$ cat config.mk
export PLATFORM = sky130hd
export DESIGN_NAME = vend_ctrl_param
export DESIGN_NICKNAME = d
export VERILOG_FILES = /design/src/rtl/vend_ctrl_param.sv
export SDC_FILE = /design/constraint.sdc
export NUM_CORES = 1
export LEC_CHECK = 0
export ABC_AREA = 1
export BUFFER_PORTS_ARGS = -buffer_cell sky130_fd_sc_hd__buf_4
export CAP_MARGIN = 40
export CORE_UTILIZATION = 48
export DETAILED_ROUTE_END_ITERATION = 7
export GPL_TIMING_DRIVEN = 0
export PLACE_DENSITY = 0.8
export SKIP_LAST_GASP = 1
export SYNTH_ARGS = -nofsm -noshare
export SYNTH_HDL_FRONTEND = slang
export SYNTH_SLANG_ARGS = --single-unit
$ cat constraint.sdc
create_clock -name i_clk -period 2 [get_ports i_clk]
set_input_delay 0.1 -clock i_clk [delete_from_list [all_inputs] [get_ports i_clk]]
set_output_delay 0.1 -clock i_clk [all_outputs]
set_load 0.005 [all_outputs]
$ cat src/rtl/vend_ctrl_param.sv
// Parametrised single-product vending controller. It handles coin credit, dispense
// with change, cancel/refund, coin rejection, and stock tracking with restock.
module vend_ctrl_param #(
  parameter int  PRICE      = 4,
  parameter int  MAX_CREDIT = 15,
  parameter int  STOCK_INIT = 8,
  localparam int CW         = $clog2(MAX_CREDIT + 1),
  localparam int SW         = $clog2(STOCK_INIT + 1)
) (
  input  logic          i_clk,
  input  logic          i_rst,
  input  logic          i_nickel,
  input  logic          i_dime,
  input  logic          i_quarter,
  input  logic          i_cancel,
  input  logic          i_restock,
  output logic          o_soda,
  output logic [CW-1:0] o_change,
  output logic          o_refund,
  output logic          o_coin_reject,
  output logic [CW-1:0] o_credit,
  output logic          o_empty
);

  // One bit above CW so credit+coin never wraps, and at least wide enough for a quarter
  localparam int AW = (CW + 1 > 3) ? CW + 1 : 3;

  typedef enum logic [1:0] {
    ST_IDLE     = 2'd0,
    ST_COLLECT  = 2'd1,
    ST_DISPENSE = 2'd2,
    ST_REFUND   = 2'd3
  } state_t;

  state_t        state_r;
  state_t        state_nxt_s;
  logic [CW-1:0] credit_r;
  logic [CW-1:0] credit_nxt_s;
  logic [SW-1:0] stock_r;
  logic [SW-1:0] stock_nxt_s;
  logic          soda_r;
  logic          soda_nxt_s;
  logic          refund_r;
  logic          refund_nxt_s;
  logic          reject_r;
  logic          reject_nxt_s;
  logic [CW-1:0] change_r;
  logic [CW-1:0] change_nxt_s;

  logic [AW-1:0] coin_val_s;
  logic [AW-1:0] sum_s;
  logic          any_coin_s;
  logic          open_s;
  logic          accept_s;
  logic          cancel_s;
  logic          reach_price_s;

  // Decode the coin strobes; anything other than exactly one strobe is worth nothing
  always_comb begin
    coin_val_s = {AW{1'b0}};
    case ({i_quarter, i_dime, i_nickel})
      3'b001:  coin_val_s = AW'(1);
      3'b010:  coin_val_s = AW'(2);
      3'b100:  coin_val_s = AW'(5);
      default: coin_val_s = {AW{1'b0}};
    endcase
  end

  assign any_coin_s    = i_nickel | i_dime | i_quarter;
  assign sum_s         = {{(AW-CW){1'b0}}, credit_r} + coin_val_s;
  assign open_s        = (state_r == ST_IDLE) || (state_r == ST_COLLECT);
  assign cancel_s      = i_cancel && (state_r == ST_COLLECT);
  assign reach_price_s = (sum_s >= AW'(PRICE));
  assign accept_s      = (coin_val_s != {AW{1'b0}}) && open_s && !i_cancel &&
                         (stock_r != {SW{1'b0}}) && (sum_s <= AW'(MAX_CREDIT));

  // State register plus the registered datapath and outputs
  always_ff @(posedge i_clk or posedge i_rst) begin
    if (i_rst) begin
      state_r  <= ST_IDLE;
      credit_r <= {CW{1'b0}};
      stock_r  <= SW'(STOCK_INIT);
      soda_r   <= 1'b0;
      refund_r <= 1'b0;
      reject_r <= 1'b0;
      change_r <= {CW{1'b0}};
    end else begin
      state_r  <= state_nxt_s;
      credit_r <= credit_nxt_s;
      stock_r  <= stock_nxt_s;
      soda_r   <= soda_nxt_s;
      refund_r <= refund_nxt_s;
      reject_r <= reject_nxt_s;
      change_r <= change_nxt_s;
    end
  end

  // Next-state logic; cancel outranks a coin offered in the same cycle
  always_comb begin
    state_nxt_s = state_r;
    case (state_r)
      ST_IDLE, ST_COLLECT: begin
        if (cancel_s) begin
          state_nxt_s = ST_REFUND;
        end else if (accept_s) begin
          state_nxt_s = reach_price_s ? ST_DISPENSE : ST_COLLECT;
        end else begin
          state_nxt_s = state_r;
        end
      end
      ST_DISPENSE: state_nxt_s = ST_IDLE;
      ST_REFUND:   state_nxt_s = ST_IDLE;
      default:     state_nxt_s = ST_IDLE;
    endcase
  end

  // Next values for credit, stock and the pulsed outputs
  always_comb begin
    credit_nxt_s = credit_r;
    stock_nxt_s  = stock_r;
    soda_nxt_s   = 1'b0;
    refund_nxt_s = 1'b0;
    change_nxt_s = {CW{1'b0}};
    reject_nxt_s = any_coin_s && !accept_s;
    case (state_r)
      ST_IDLE, ST_COLLECT: begin
        if (i_restock) begin
          stock_nxt_s = SW'(STOCK_INIT);
        end else begin
          stock_nxt_s = stock_r;
        end
        if (cancel_s) begin
          refund_nxt_s = 1'b1;
          change_nxt_s = credit_r;
        end else if (accept_s) begin
          // An accepted sum never exceeds MAX_CREDIT, so it fits in CW bits
          credit_nxt_s = sum_s[CW-1:0];
          if (reach_price_s) begin
            soda_nxt_s   = 1'b1;
            change_nxt_s = sum_s[CW-1:0] - CW'(PRICE);
          end else begin
            soda_nxt_s   = 1'b0;
          end
        end else begin
          credit_nxt_s = credit_r;
        end
      end
      ST_DISPENSE: begin
        credit_nxt_s = {CW{1'b0}};
        stock_nxt_s  = stock_r - SW'(1);
      end
      ST_REFUND: begin
        credit_nxt_s = {CW{1'b0}};
      end
      default: begin
        credit_nxt_s = {CW{1'b0}};
      end
    endcase
  end

  assign o_soda        = soda_r;
  assign o_refund      = refund_r;
  assign o_coin_reject = reject_r;
  assign o_change      = change_r;
  assign o_credit      = credit_r;
  assign o_empty       = (stock_r == {SW{1'b0}});

  vend_ctrl_param_chk #(
    .PRICE      (PRICE),
    .MAX_CREDIT (MAX_CREDIT),
    .CW         (CW)
  ) u_chk (
    .clk    (i_clk),
    .rst    (i_rst),
    .soda   (o_soda),
    .refund (o_refund),
    .change (o_change),
    .credit (o_credit)
  );

endmodule

// Output invariants of the vending controller.
module vend_ctrl_param_chk #(
  parameter int PRICE      = 4,
  parameter int MAX_CREDIT = 15,
  parameter int CW         = 4
) (
  input logic          clk,
  input logic          rst,
  input logic          soda,
  input logic          refund,
  input logic [CW-1:0] change,
  input logic [CW-1:0] credit
);

  a_soda_refund_excl: assert property (@(posedge clk) disable iff (rst)
    !(soda && refund));

  a_change_only_when_valid: assert property (@(posedge clk) disable iff (rst)
    (!soda && !refund) |-> (change == {CW{1'b0}}));

  a_change_bound: assert property (@(posedge clk) disable iff (rst)
    soda |-> (change <= CW'(MAX_CREDIT - PRICE)));

  a_credit_bound: assert property (@(posedge clk) disable iff (rst)
    credit <= CW'(MAX_CREDIT));

endmodule

==> Word level (Yosys, flattened, before mapping) <==
Cells that the tools add are included.
{ "op_classes": {"n_bitwise": 2, "addsub": 3, "magnitude_cmp": 2, "n_reduce_logical": 18, "n_eq_ne": 10, "muxes": 20} }
{ "ops": {"columns": ["op", "count"], "rows": [
  ["4-bit 2-to-1 mux", 7],
  ["4-bit case mux with 2 select lines", 2],
  ["3-bit case mux with 3 select lines", 1],
  ["1-bit logical AND", 6],
  ["1-bit 2-to-1 mux", 6],
  ["2-bit 2-to-1 mux", 3],
  ["2-bit != test (second input constant)", 3],
  ["4-bit by 5-bit adder with 5-bit output", 1],
  ["5-bit by 3-bit greater-or-equal comparator with 1-bit output (second input constant)", 1],
  ["5-bit by 4-bit less-or-equal comparator with 1-bit output (second input constant)", 1],
  ["5-bit nonzero test", 1],
  ["2-bit == test (second input constant)", 2],
  ["4-bit logical NOT", 1],
  ["2-bit case mux with 2 select lines", 1],
  ["2-bit AND reduction", 2],
  ["4-bit nonzero test", 1],
  ["2-bit OR reduction", 2],
  ["4-bit by 1-bit subtractor with 4-bit output (second input constant)", 1],
  ["4-bit by 3-bit subtractor with 4-bit output (second input constant)", 1],
  ["3-bit by 1-bit == test with 1-bit output (second input constant)", 1],
  ["3-bit by 2-bit == test with 1-bit output (second input constant)", 1],
  ["3-bit == test (second input constant)", 1],
  ["3-bit != test (second input constant)", 1],
  ["2-bit by 1-bit == test with 1-bit output (second input constant)", 1],
  ["other kinds (5)", 7]
]} }
{ "word_totals": {"output_inout_bits": 12, "elab_cells": 62, "input_bits": 7, "ff_bits": 17} }

==> Depth between registers and ports, before layout <==
{ "depth": {"word_depth": 10, "mapped_depth": 19, "mapped_depth_nobuf": 18} }

==> Worst setup path before layout <==
No wires, ideal clock.
{ "synth_timing": {"kind": "flip-flop to flip-flop", "from": "register credit_r[0] (netlist: o_credit[0])", "to": "register state_r[0]", "period_less_slack_ps": 2199, "arrival_ps": 2081, "setup_ps": 118, "path_stages_with_launch": 17, "required_time_ps": 1882, "path_slack_ps": -199, "n_path_buf": 1, "path_cell_list": "dfrtp_1 ha_1 fa_1 inv_1 nand2_1 nand2_2 inv_1 ha_1 inv_1 nand3_1 nor2_2 nand3_1 nand2_2 buf_6 nand2_1 nand3_1 nand2_1"} }
{ "synth_between": {"elab_chain_len": 6, "word_cells_on_any_way": 9, "cone_classes": "add/sub (1); order compare (2); eq/ne (1); mux (4); reduce/logical (1)"} }
{ "synth_rtl": {"columns": ["item", "line", "rtl"], "rows": [
  ["start: declaration", "37", "logic [CW-1:0] credit_r;"],
  ["start signal: assignment", "81", "credit_r <= {CW{1'b0}};"],
  ["start signal: assignment", "89", "credit_r <= credit_nxt_s;"],
  ["4-bit by 5-bit adder with 5-bit output (*)", "70", "assign sum_s = {{(AW-CW){1'b0}}, credit_r} + coin_val_s;"],
  ["5-bit by 3-bit greater-or-equal comparator with 1-bit output", "73", "assign reach_price_s = (sum_s >= AW'(PRICE));"],
  ["2-bit 2-to-1 mux", "106", "state_nxt_s = reach_price_s ? ST_DISPENSE : ST_COLLECT;"],
  ["2-bit 2-to-1 mux", "105", "end else if (accept_s) begin"],
  ["2-bit 2-to-1 mux", "103", "if (cancel_s) begin"],
  ["2-bit case mux with 2 select lines", "101", "case (state_r)"],
  ["end signal: assignment", "88", "state_r <= state_nxt_s;"],
  ["end: declaration", "35", "state_t state_r;"]
]} }
Mark *: on every way between the ends. The rest lies on a longest branch, timed or not. The select of a mux whose other input is x is not followed.
A chain may end at the register's enable or synchronous reset.

==> Worst setup path after layout <==
Ends and elaborated chain as after synthesis.

==> key figures <==
Status
  – Status: complete, but fails checks
  – Violations in the final reports: setup timing

Drt
  – Routed Wire Length: 2360 um
  – Wire length per cell after detailed routing: between 10 and 15 um
  – Per-cell via count in the routed design: slightly above 5
  – Remaining antenna violation count after routing: 0
  – Number of design-rule violations left by the first detailed-router iteration: 27
  – Remaining design rule violation count: 0
  – Via count: 933
  – First drt pass iteration count: 4

Synthesis
  – Synthesized flop and latch total: 17
  – Synthesis warning total: 0
  – Post-synth net total: 136
  – Sequential-to-total area share from yosys stat: 43.6%
  – Gate Count Post-Synth: roughly 120
  – Avg Cell Area, Syn: ~8.0 um2
  – Post-Syn Area: 978 um2
  – Number of different library cells in the post-synthesis netlist: 21

Timing
  – Setup Viol. Count Final: 12
  – Post-route fraction of the period consumed by the critical path: 107%
  – Final hold violations: 0
  – Slew HR: ~56%
  – Total negative slack: -1.23 ns
  – Upper clock frequency limit: roughly 470 MHz
  – Slew at the pin with the worst max-slew slack: about 0.65 ns
  – Final period demand of the worst path: about 2.1 ns
  – Max Clock Skew: 0.00234 ns
  – Final-report max-slew violation count: 0
  – RSZ-0062 raised after global routing: yes
  – Final worst-path setup slack: -0.143 ns

Power
  – Areal power density over the cells: between 900 and 1000 nW/um2
  – Static Leakage: ~0.7 nW
  – VDD IR max: 0.000524 V

Die
  – Die Ht: between 40 and 50 um
  – Top-level port count: 19
  – Die ar.: about 2200 um2
  – Die boundary width: about 47 um
  – Cell row count: 15
  – Total core area: about 1800 um2
  – Starting density of the core: between 50% and 60%

Global route
  – Global-route congestion overflow total: 0
  – Global-route wire length before repair: between 3000 and 4000 um
  – Initial antenna violation count: 0
  – All-layer global routing usage: a little under a quarter
  – Via count of the first global-routing pass: between 700 and 800
  – Largest net degree at the start of global routing: 18

Clock tree
  – Cts bufs inserted: 3
  – Total number of H-tree levels: 1
  – Root Buffer Master: clkbuf_4
  – Clock-pin slew of the registers on the worst-case setup and hold paths: about 0.09 ns
  – Worst-skew pair later-pin latency: around 0.28 ns
  – Number of buffers between clock root and the deepest sink: 2
  – Clock tree from TritonCTS: yes
  – Sinks on the clock net: 17

Final layout
  – Post-layout nets: 171
  – Total area of multi-input combinational cells: 553 um2
  – Area added between synthesis and finish: 39.5%
  – Diodes inserted: 0
  – # fillers: 130
  – Most frequent standard cell in the layout excluding fill and tap cells: buf_4
  – Finished Core Util: 75.0%
  – Sequential cell area in the final layout: about 430 um2
  – Fraction of layout instances using a drive strength above 1: between 40% and 50%
  – Commonest cells after routing, fill and taps aside: buf_4, nand2_1, inv_1

Critical path
  – Biggest fanout along the worst timing path: 5
  – Most Frequent Cell on Critical Path: nand3_1
  – Cell-by-cell trace of the critical path: ha_4, buf_4, nand3_1, nand3_1, nand2_2, inv_1, ha_4, inv_2, nand3_2, nor2_2, nand3_2, nand2_4, buf_6, nand2_1, nand3_1, nand2_1
  – Category of the worst setup path launch point: flop
  – Data arrival time of the critical path: between 2 and 2.5 ns
  – Worst setup path category: flop to flop
  – Type of element capturing the critical path: flop
  – Crit-path max cell delay: roughly 0.43 ns
  – Standard cell with the maximum stage delay on the critical path: dfrtp_1
  – Required time worst endpoint: around 2.2 ns

Run
  – Maxcap violations: 0

Hold path
  – Tightest Hold Check Type: input port to flop

Place
  – HPWL after detailed placement: ~1600 um
  – Gpl congestion: between 0.8 and 0.9
  – Quantity of I/O buffers inserted on ports: 18
-- power by group --
| part | internal (mW) | leakage (nW) | switching (mW) |
|---|---|---|---|
| registers | 0.431 | 0.222 | 0.0643 |
| clock network | 0.0772 | 0.0150 | 0.0985 |
| logic | 0.318 | 0.479 | 0.365 |
-- kinds of logic (layout without fill, tap and decap cells) --
| logic type | after synthesis | after routing | share of synthesized area (%) |
|---|---|---|---|
| flip-flops | 17 | 17 | 43.6 |
| AO/OA/AOI/OAI | 10 | 10 | 5.50 |
| adder cells (fa/ha/maj) | 7 | 7 | 9.72 |
| buffers and inverters | 24 | 58 | 10.1 |
| AND/OR/NAND/NOR | 63 | 63 | 30.2 |
| XOR/XNOR | 1 | 1 | 0.895 |
-- timing repair --
| action | in CTS | in global routing |
|---|---|---|
| buffers inserted | 6 | 4 |
| gates resized for setup | 3 | 13 |
| endpoints found under the setup margin | 11 | 12 |
| cloned | 1 | 0 |
| endpoints found under the hold margin | 16 | 0 |
| pin swaps | 5 | 4 |
| hold buffers | 1 | 0 |
-- through the flow --
step	hold slack [ns]	area [um2]	instances	worst slack (ns)	total power, mW
2_1_floorplan	0.0253	1010	122	-0.0628	0.866
3_3_place_gp	0.217	1180	165	-0.198	1.01
3_5_place_dp	0.229	1180	165	-0.267	1.04
4_1_cts	0.0925	1290	177	-0.119	1.30
5_1_grt	0.103	1370	181	-0.266	1.47
6_report	0.101	1370	181	-0.143	1.35
-- synthesized netlist by cell type (all sizes together) --
cell    n  area [um2]
and2    1        6.26
nand4   1        6.26
dfstp   1        26.3
xnor2   1        8.76
dfrtp  16         400
a21oi   2        10.0
buf     2        16.3
nand2  31         126
or2     1        6.26
inv    22        82.6
nor3    1        10.0
nand3  20         100
ha      6        75.1
nor2    8        40.0
o21ai   5        25.0
fa      1        20.0
o22ai   3        18.8
-- final timing paths --
| kind | startpoint | to | slack, ns | cells after the start |
|---|---|---|---|---|
| worst max-delay path | o_credit[0] | state_r[0] | -0.14 | 16 |
| max in group asynchronous | i_rst | o_credit[1] | 1.07 | 3 |
| worst min register to register | state_r[0] | state_r[0] | 0.57 | 2 |
| worst min-delay path | i_quarter | o_coin_reject | 0.10 | 3 |
| worst max register to register | o_credit[0] | state_r[0] | -0.14 | 16 |
| min in group asynchronous | i_rst | o_credit[0] | 0.47 | 3 |
-- state kept, by name, summed over array words and instances, names as in the netlist --
register,flops
stock_r,4
state_r,2
o_credit,4
o_soda,1
o_coin_reject,1
o_change,4
o_refund,1
-- routing by layer --
metal | global-route usage, % | share of wire (%) | up-vias
li1 | - | - | 457
met1 | 32.0 | 43 | 428
met5 | 0 | 0 | -
met2 | 38.6 | 51 | 42
met3 | 2.31 | 4.3 | 6
met4 | 8.57 | 1.7 | 0
-- worst max-delay path, delay by kind of cell (launching register included) --
kind,cells,cell delay [ns]
simple gates,10,0.87
flops,1,0.43
buf+inv,4,0.39
fa+ha+maj,2,0.35
-- layout make-up --
| type | instances | share of cell area [%] |
|---|---|---|
| clock buffer | 4 | 1.92 |
| timing repair buffer | 30 | 16.5 |
| tap | 25 | 2.29 |
| multi-input combinational | 81 | 40.5 |
| sequential | 17 | 31.3 |
| inverter | 22 | 6.23 |
| buffer | 2 | 1.19 |
(Power assumes the default switching activity.)
